**config.mk**
```make
export PLATFORM = sky130hd
export DESIGN_NAME = pc_gen
export DESIGN_NICKNAME = d
export VERILOG_FILES = /design/src/rtl/pc_pkg.sv /design/src/rtl/pc_redirect_buf.sv /design/src/rtl/pc_gen.sv
export SDC_FILE = /design/constraint.sdc
export NUM_CORES = 1
export LEC_CHECK = 0
export CAP_MARGIN = 20
export CORE_ASPECT_RATIO = 1.4
export CORE_MARGIN = 8
export CORE_UTILIZATION = 53
export CTS_CLUSTER_SIZE = 12
export DETAILED_ROUTE_END_ITERATION = 10
export GPL_TIMING_DRIVEN = 0
export PLACE_DENSITY_LB_ADDON = 0.1
export SLEW_MARGIN = 20
export SYNTH_ARGS = -nofsm -noshare
export SYNTH_HDL_FRONTEND = slang
export SYNTH_SLANG_ARGS = --single-unit
```
**constraint.sdc**
```tcl
create_clock -name clk -period 7.2 [get_ports clk]
set_clock_uncertainty 0.15 [all_clocks]
set_input_delay 1.44 -clock clk [delete_from_list [all_inputs] [get_ports clk]]
set_output_delay 1.44 -clock clk [all_outputs]
set_load 0.05 [all_outputs]
```
**src/rtl/pc_pkg.sv**
```systemverilog
// Shared definitions for the fetch PC generator: FSM state encoding,
// redirect cause encoding and the default sequential increment.
package pc_pkg;

  typedef enum logic [1:0] {
    ST_BOOT = 2'd0,
    ST_RUN  = 2'd1,
    ST_HOLD = 2'd2
  } pc_state_e;

  typedef enum logic [1:0] {
    RD_NONE   = 2'd0,
    RD_BRANCH = 2'd1,
    RD_TRAP   = 2'd2
  } rd_cause_e;

  localparam int unsigned PC_INC_DEFAULT = 4;

endpackage

```
**src/rtl/pc_redirect_buf.sv**
```systemverilog
// Single-entry redirect buffer. Holds a redirect captured while fetch is
// held. A trap always overwrites the entry, a branch only replaces an empty
// entry or an older branch, never a pending trap.
module pc_redirect_buf
  import pc_pkg::*;
#(
  parameter int unsigned ADDR_W = 32
) (
  input  logic              clk,
  input  logic              rst,
  input  logic              wr_i,
  input  logic              clr_i,
  input  logic              branch_i,
  input  logic [ADDR_W-1:0] branch_pc_i,
  input  logic              trap_i,
  input  logic [ADDR_W-1:0] trap_pc_i,
  output logic              cand_vld_o,
  output logic [ADDR_W-1:0] cand_pc_o,
  output logic              pend_vld_o,
  output logic [ADDR_W-1:0] pend_pc_o
);

  rd_cause_e         cause_q, cause_d, cand_cause;
  logic [ADDR_W-1:0] tgt_q, tgt_d;

  // Candidate entry that the overwrite rules allow to be written this cycle
  always_comb begin
    cand_cause = RD_NONE;
    cand_pc_o  = branch_pc_i;
    if (trap_i) begin
      cand_cause = RD_TRAP;
      cand_pc_o  = trap_pc_i;
    end else if (branch_i && (cause_q != RD_TRAP)) begin
      cand_cause = RD_BRANCH;
      cand_pc_o  = branch_pc_i;
    end
  end

  assign cand_vld_o = (cand_cause != RD_NONE);

  // Next entry: write wins (only during hold), clear on the apply edge
  always_comb begin
    cause_d = cause_q;
    tgt_d   = tgt_q;
    if (wr_i && cand_vld_o) begin
      cause_d = cand_cause;
      tgt_d   = cand_pc_o;
    end else if (clr_i) begin
      cause_d = RD_NONE;
    end
  end

  // Cause register; reset empties the buffer
  always_ff @(posedge clk) begin
    if (rst) cause_q <= RD_NONE;
    else     cause_q <= cause_d;
  end

  // Target register; only meaningful while the cause is not NONE
  always_ff @(posedge clk) begin
    tgt_q <= tgt_d;
  end

  assign pend_vld_o = (cause_q != RD_NONE);
  assign pend_pc_o  = tgt_q;

endmodule

```
**src/rtl/pc_gen.sv**
```systemverilog
// Fetch PC generator: BOOT/RUN/HOLD state machine, pc register and next-PC
// mux (trap > pending redirect > branch > pc+INC).
// Optional feature macro PC_MISALIGN_CHK_EN: when defined, a selected target
// with non-zero low two bits is dropped and misalign pulses; when undefined,
// target bits [1:0] are forced to zero and misalign is tied low.
module pc_gen
  import pc_pkg::*;
#(
  parameter int unsigned       ADDR_W    = 32,
  parameter logic [ADDR_W-1:0] RESET_VEC = '0,
  parameter int unsigned       STALL_W   = 6,
  parameter int unsigned       INC       = PC_INC_DEFAULT
) (
  input  logic               clk,
  input  logic               rst,
  input  logic [STALL_W-1:0] stall,
  input  logic               imem_ready,
  input  logic               branch,
  input  logic [ADDR_W-1:0]  branch_pc,
  input  logic               trap,
  input  logic [ADDR_W-1:0]  trap_pc,
  output logic               ce,
  output logic [ADDR_W-1:0]  pc,
  output logic               redirect_pending,
  output logic               misalign
);

  pc_state_e         state_q, state_d;
  logic [ADDR_W-1:0] pc_q, pc_d;
  logic              hold, active, apply, capture;
  logic [ADDR_W-1:0] br_tgt, tr_tgt;
  logic              cand_vld, pend_vld, cap_wr;
  logic [ADDR_W-1:0] cand_pc, pend_pc;
  logic              sel_vld, sel_bad;
  logic [ADDR_W-1:0] sel_pc;
  logic              unused_bits;

  assign hold    = stall[0] | ~imem_ready;
  assign active  = (state_q != ST_BOOT);
  assign apply   = active & ~hold;
  assign capture = active & hold;

  // Upper stall bits belong to other stages; low target bits may be masked
  assign unused_bits = ^{stall, branch_pc[1:0], trap_pc[1:0]};

`ifdef PC_MISALIGN_CHK_EN
  logic misalign_q, misalign_d, cand_bad;

  assign br_tgt     = branch_pc;
  assign tr_tgt     = trap_pc;
  assign sel_bad    = sel_vld & (sel_pc[1:0] != 2'b00);
  assign cand_bad   = cand_vld & (cand_pc[1:0] != 2'b00);
  assign cap_wr     = capture & cand_vld & ~cand_bad;
  assign misalign_d = (apply & sel_bad) | (capture & cand_bad);

  // One-cycle misalign pulse for a dropped target
  always_ff @(posedge clk) begin
    if (rst) misalign_q <= 1'b0;
    else     misalign_q <= misalign_d;
  end

  assign misalign = misalign_q;
`else
  assign br_tgt   = {branch_pc[ADDR_W-1:2], 2'b00};
  assign tr_tgt   = {trap_pc[ADDR_W-1:2], 2'b00};
  assign sel_bad  = 1'b0;
  assign cap_wr   = capture & cand_vld;
  assign misalign = 1'b0;
`endif

  pc_redirect_buf #(
    .ADDR_W (ADDR_W)
  ) u_rbuf (
    .clk         (clk),
    .rst         (rst),
    .wr_i        (cap_wr),
    .clr_i       (apply),
    .branch_i    (branch),
    .branch_pc_i (br_tgt),
    .trap_i      (trap),
    .trap_pc_i   (tr_tgt),
    .cand_vld_o  (cand_vld),
    .cand_pc_o   (cand_pc),
    .pend_vld_o  (pend_vld),
    .pend_pc_o   (pend_pc)
  );

  // State register
  always_ff @(posedge clk) begin
    if (rst) state_q <= ST_BOOT;
    else     state_q <= state_d;
  end

  // Next state and fetch enable
  always_comb begin
    state_d = state_q;
    ce      = 1'b0;
    case (state_q)
      ST_BOOT: begin
        state_d = ST_RUN;
      end
      ST_RUN: begin
        ce = 1'b1;
        if (hold) state_d = ST_HOLD;
      end
      ST_HOLD: begin
        ce = 1'b1;
        if (!hold) state_d = ST_RUN;
      end
      default: begin
        state_d = ST_BOOT;
      end
    endcase
  end

  // Redirect selection: new trap, then pending entry, then new branch
  always_comb begin
    sel_vld = 1'b0;
    sel_pc  = pc_q;
    if (trap) begin
      sel_vld = 1'b1;
      sel_pc  = tr_tgt;
    end else if (pend_vld) begin
      sel_vld = 1'b1;
      sel_pc  = pend_pc;
    end else if (branch) begin
      sel_vld = 1'b1;
      sel_pc  = br_tgt;
    end
  end

  // Next pc: hold in BOOT/held cycles, redirect or sequential otherwise
  always_comb begin
    pc_d = pc_q;
    if (apply) begin
      if (sel_vld) begin
        if (!sel_bad) pc_d = sel_pc;
      end else begin
        pc_d = pc_q + ADDR_W'(INC);
      end
    end
  end

  // PC register
  always_ff @(posedge clk) begin
    if (rst) pc_q <= RESET_VEC;
    else     pc_q <= pc_d;
  end

  assign pc               = pc_q;
  assign redirect_pending = pend_vld;

endmodule
```
==> impl_metrics.csv <==
group,metric,value,unit
yosys,ys_seq_area_share,39.1,%
die,dieWidth,89.8,µm
cts,htree_levels,3,
cts,cts_buffers,9,
drt,drcViolationCount,0,
die,die_h,119,µm
die,floorplan.initialDensity,54.9,%
yosys,async_flop_share,0,%
critical_path,critPathMaxStageDelay,0.59,ns
cts,cts_buffer_depth,2,
cts,clk_latency,0.36,ns
cells_and_area,nets,684,
cts,clkTransAtPathRegs,0.07,ns
power,leakagePower,1.83,nW
place,dp_hpwl,11400,µm
cts,post_cts_buffers,0,
global_route,grt_pass1_vias,4547,
drt,antenna_left,0,
global_route,overflow,0,
status,status,"finished, final reports clean",
critical_path,crit_family,"buffers and inverters",
global_route,antenna_found_initial,0,
yosys,synth_top_area_share,22.3,%
yosys,yosys.area.top_type,"edfxtp_1",
timing,period_needed,4.57,ns
worst_hold_path,hold_path.class,"reg2reg",
yosys,synth_commonest_cells,"nand2_1 (56), nor2_1 (41), o21ai_0 (38)",
job,cap_violations,0,
place,gp_congestion,0.915,
drt,drt_iter0_markers,522,
drt,routed-via-count,4561,
critical_path,crit_buf_inv,6,
yosys,ys_seq_elements,64,
critical_path,arrival,4.49,ns
yosys,synth_enable_flop_cells,30,
power,power_density,201,nW/µm²
timing,hold_viol,0,
cts,clk_root_buffer_cell,"clkbuf_8",
timing,finalSetupViolCount,0,
timing,setup_ws,2.63,ns
critical_path,path_cells,"clkdlybuf4s50_1 -> clkbuf_1 -> clkbuf_1 -> clkbuf_1 -> a21oi_1 -> nor3_2 -> buf_4 -> buf_6",
yosys,synth_warnings,0,
timing,setup_tns,0,ns
power,ir_drop,0.151,mV
critical_path,cpMaxStageDelayCell,"clkdlybuf4s50_1",
global_route,track_usage,27.6,%
die,ios,110,
cells_and_area,syn_to_final_growth,31.5,%
global_route,grt_first_pass_wirelength,23500,µm
timing,max-slew-margin-rel,36.9,%
yosys,yosys-top-cells-area,"edfxtp_1 (22%), dfxtp_1 (17%), nand2_1 (5.2%), o21ai_0 (4.7%), nor2_1 (3.8%)",
yosys,synth_cell_types,58,
cts,cts-hold-fix-buffers,0,
timing,period_share,63.5,%
yosys,synth_cells,493,
die,die-area,10700,µm²
place,portBuffers,96,
timing,tightest_slew,0.938,ns
drt,drtPass1Iterations,5,
cells_and_area,diodes,0,
critical_path,crit_type,"in2reg",
cells_and_area,multi_input_area,2200,µm²
timing,max_clock_freq,0.219,GHz
cells_and_area,final_layout_size_suffix_gt1_share,7.38,%
yosys,synth.avg_cell_area,8.20,µm²
cells_and_area,fillers,593,
critical_path,cp_common_cell,"clkbuf_1",
critical_path,cp-end-kind,"register",
yosys,netlist_area,4040,µm²
die,rows,37,
drt,avgRoutedWirePerCell,21.2,µm
timing,rsz0062_at_grt,"false",
place,pre_cts_ws,2.29,ns
timing,report.final.slew_viol_count,0,
yosys,synth.most_common_cell,"nand2_1",
drt,avgViaCountPerCell,6.45,
cells_and_area,final_core_util,72.2,%
global_route,grt_max_degree,11,
drt,drt-total-wl,15000,µm
cts,cts_resized,0,
cts,tritoncts,"yes",
yosys,ys.flop_type,"dfxtp_1",
critical_path,startpoint_type,"input port",
critical_path,cp_max_fo,10,
cts,cts_sinks,64,
cells_and_area,seqCellArea,1580,µm²
die,core,7360,µm²
critical_path,worstPathRequired,7.11,ns
[cells in the final DEF, fill, tap and decap left out, drive strengths merged, types with 5 or more instances in the layout]
| cell type | instances |
|---|---|
| nand4 | 14 |
| dfxtp | 34 |
| nor4 | 11 |
| buf | 16 |
| and3 | 10 |
| nand2 | 56 |
| clkbuf | 41 |
| inv | 30 |
| nor2 | 41 |
| and2 | 5 |
| a211oi | 10 |
| nor3 | 12 |
| a21oi | 28 |
| mux2 | 9 |
| edfxtp | 30 |
| o21ai | 39 |
| and4 | 5 |
| nand3 | 19 |
| a31oi | 15 |
| clkdlybuf4s50 | 96 |
| o21a | 6 |
| a311o | 14 |
[metal layers]
metal | GRT usage [%] | up-vias | part of all wire, %
li1 | - | 2073 | -
met1 | 29.9 | 2128 | 35
met2 | 46.8 | 306 | 50
met3 | 5.72 | 54 | 8.4
met4 | 20.7 | 0 | 6.3
met5 | 0 | - | 0
[cells by family (layout without fill, tap and decap cells)]
logic type      after synthesis  count (layout)  share of synthesized area, %
other cells                   1               3                        0.0927
fa+ha+maj                     4               4                          1.24
mux                          12              12                          3.25
buf+inv                      70             185                          6.90
simple gates                194             194                          24.9
flops                        64              64                          39.1
compound gates              148             148                          24.5
[sequential cells by signal, summed over array words and instances (netlist names)]
register and cells:
u_rbuf.pend_pc_o 30, u_rbuf.cause_q 2, pc 30, state_q 2
[through the flow]
step	power [mW]	area (µm²)	instances	hold WS [ns]
after floorplan	0.665	4050	495	0.320
after global placement	0.790	5130	688	0.331
after detailed placement	0.804	5160	691	0.358
after CTS	1.06	5320	707	0.371
after global routing	1.11	5320	707	0.394
final	1.07	5320	707	0.365
[power breakdown]
part	switching, mW	total, mW	internal [mW]	leakage, nW
combinational	0.218	0.349	0.131	1.20
clock	0.139	0.264	0.125	0.0757
sequential	0.0279	0.453	0.426	0.557
total	0.385	1.07	0.682	1.83
[worst paths after layout]
check / start / end / slack [ns] / cells past startpoint
worst max-delay path: trap / u_rbuf.pend_pc_o[29] / 2.63 / 8
worst min-delay path: state_q[1] / state_q[1] / 0.36 / 2
worst max register to register: state_q[0] / pc[22] / 4.00 / 9
worst min register to register: state_q[1] / state_q[1] / 0.36 / 2
[worst min-delay path: cells and delay by family, from the launching register on]
family / cells / cell delay (ns)
AO/OA/AOI/OAI: 2 / 0.14
flip-flops: 1 / 0.33
[area by class of cell]
type	instances	share of cell area, %
Inverter	31	2.19
Timing Repair Buffer	99	18.6
Clock buffer	15	2.75
Clock inverter	1	0.0941
Buffer	39	3.06
Sequential cell	64	29.7
Tap cell	97	2.28
Multi-Input combinational cell	361	41.3
No activity file was read; power rests on OpenSTA's default activity.
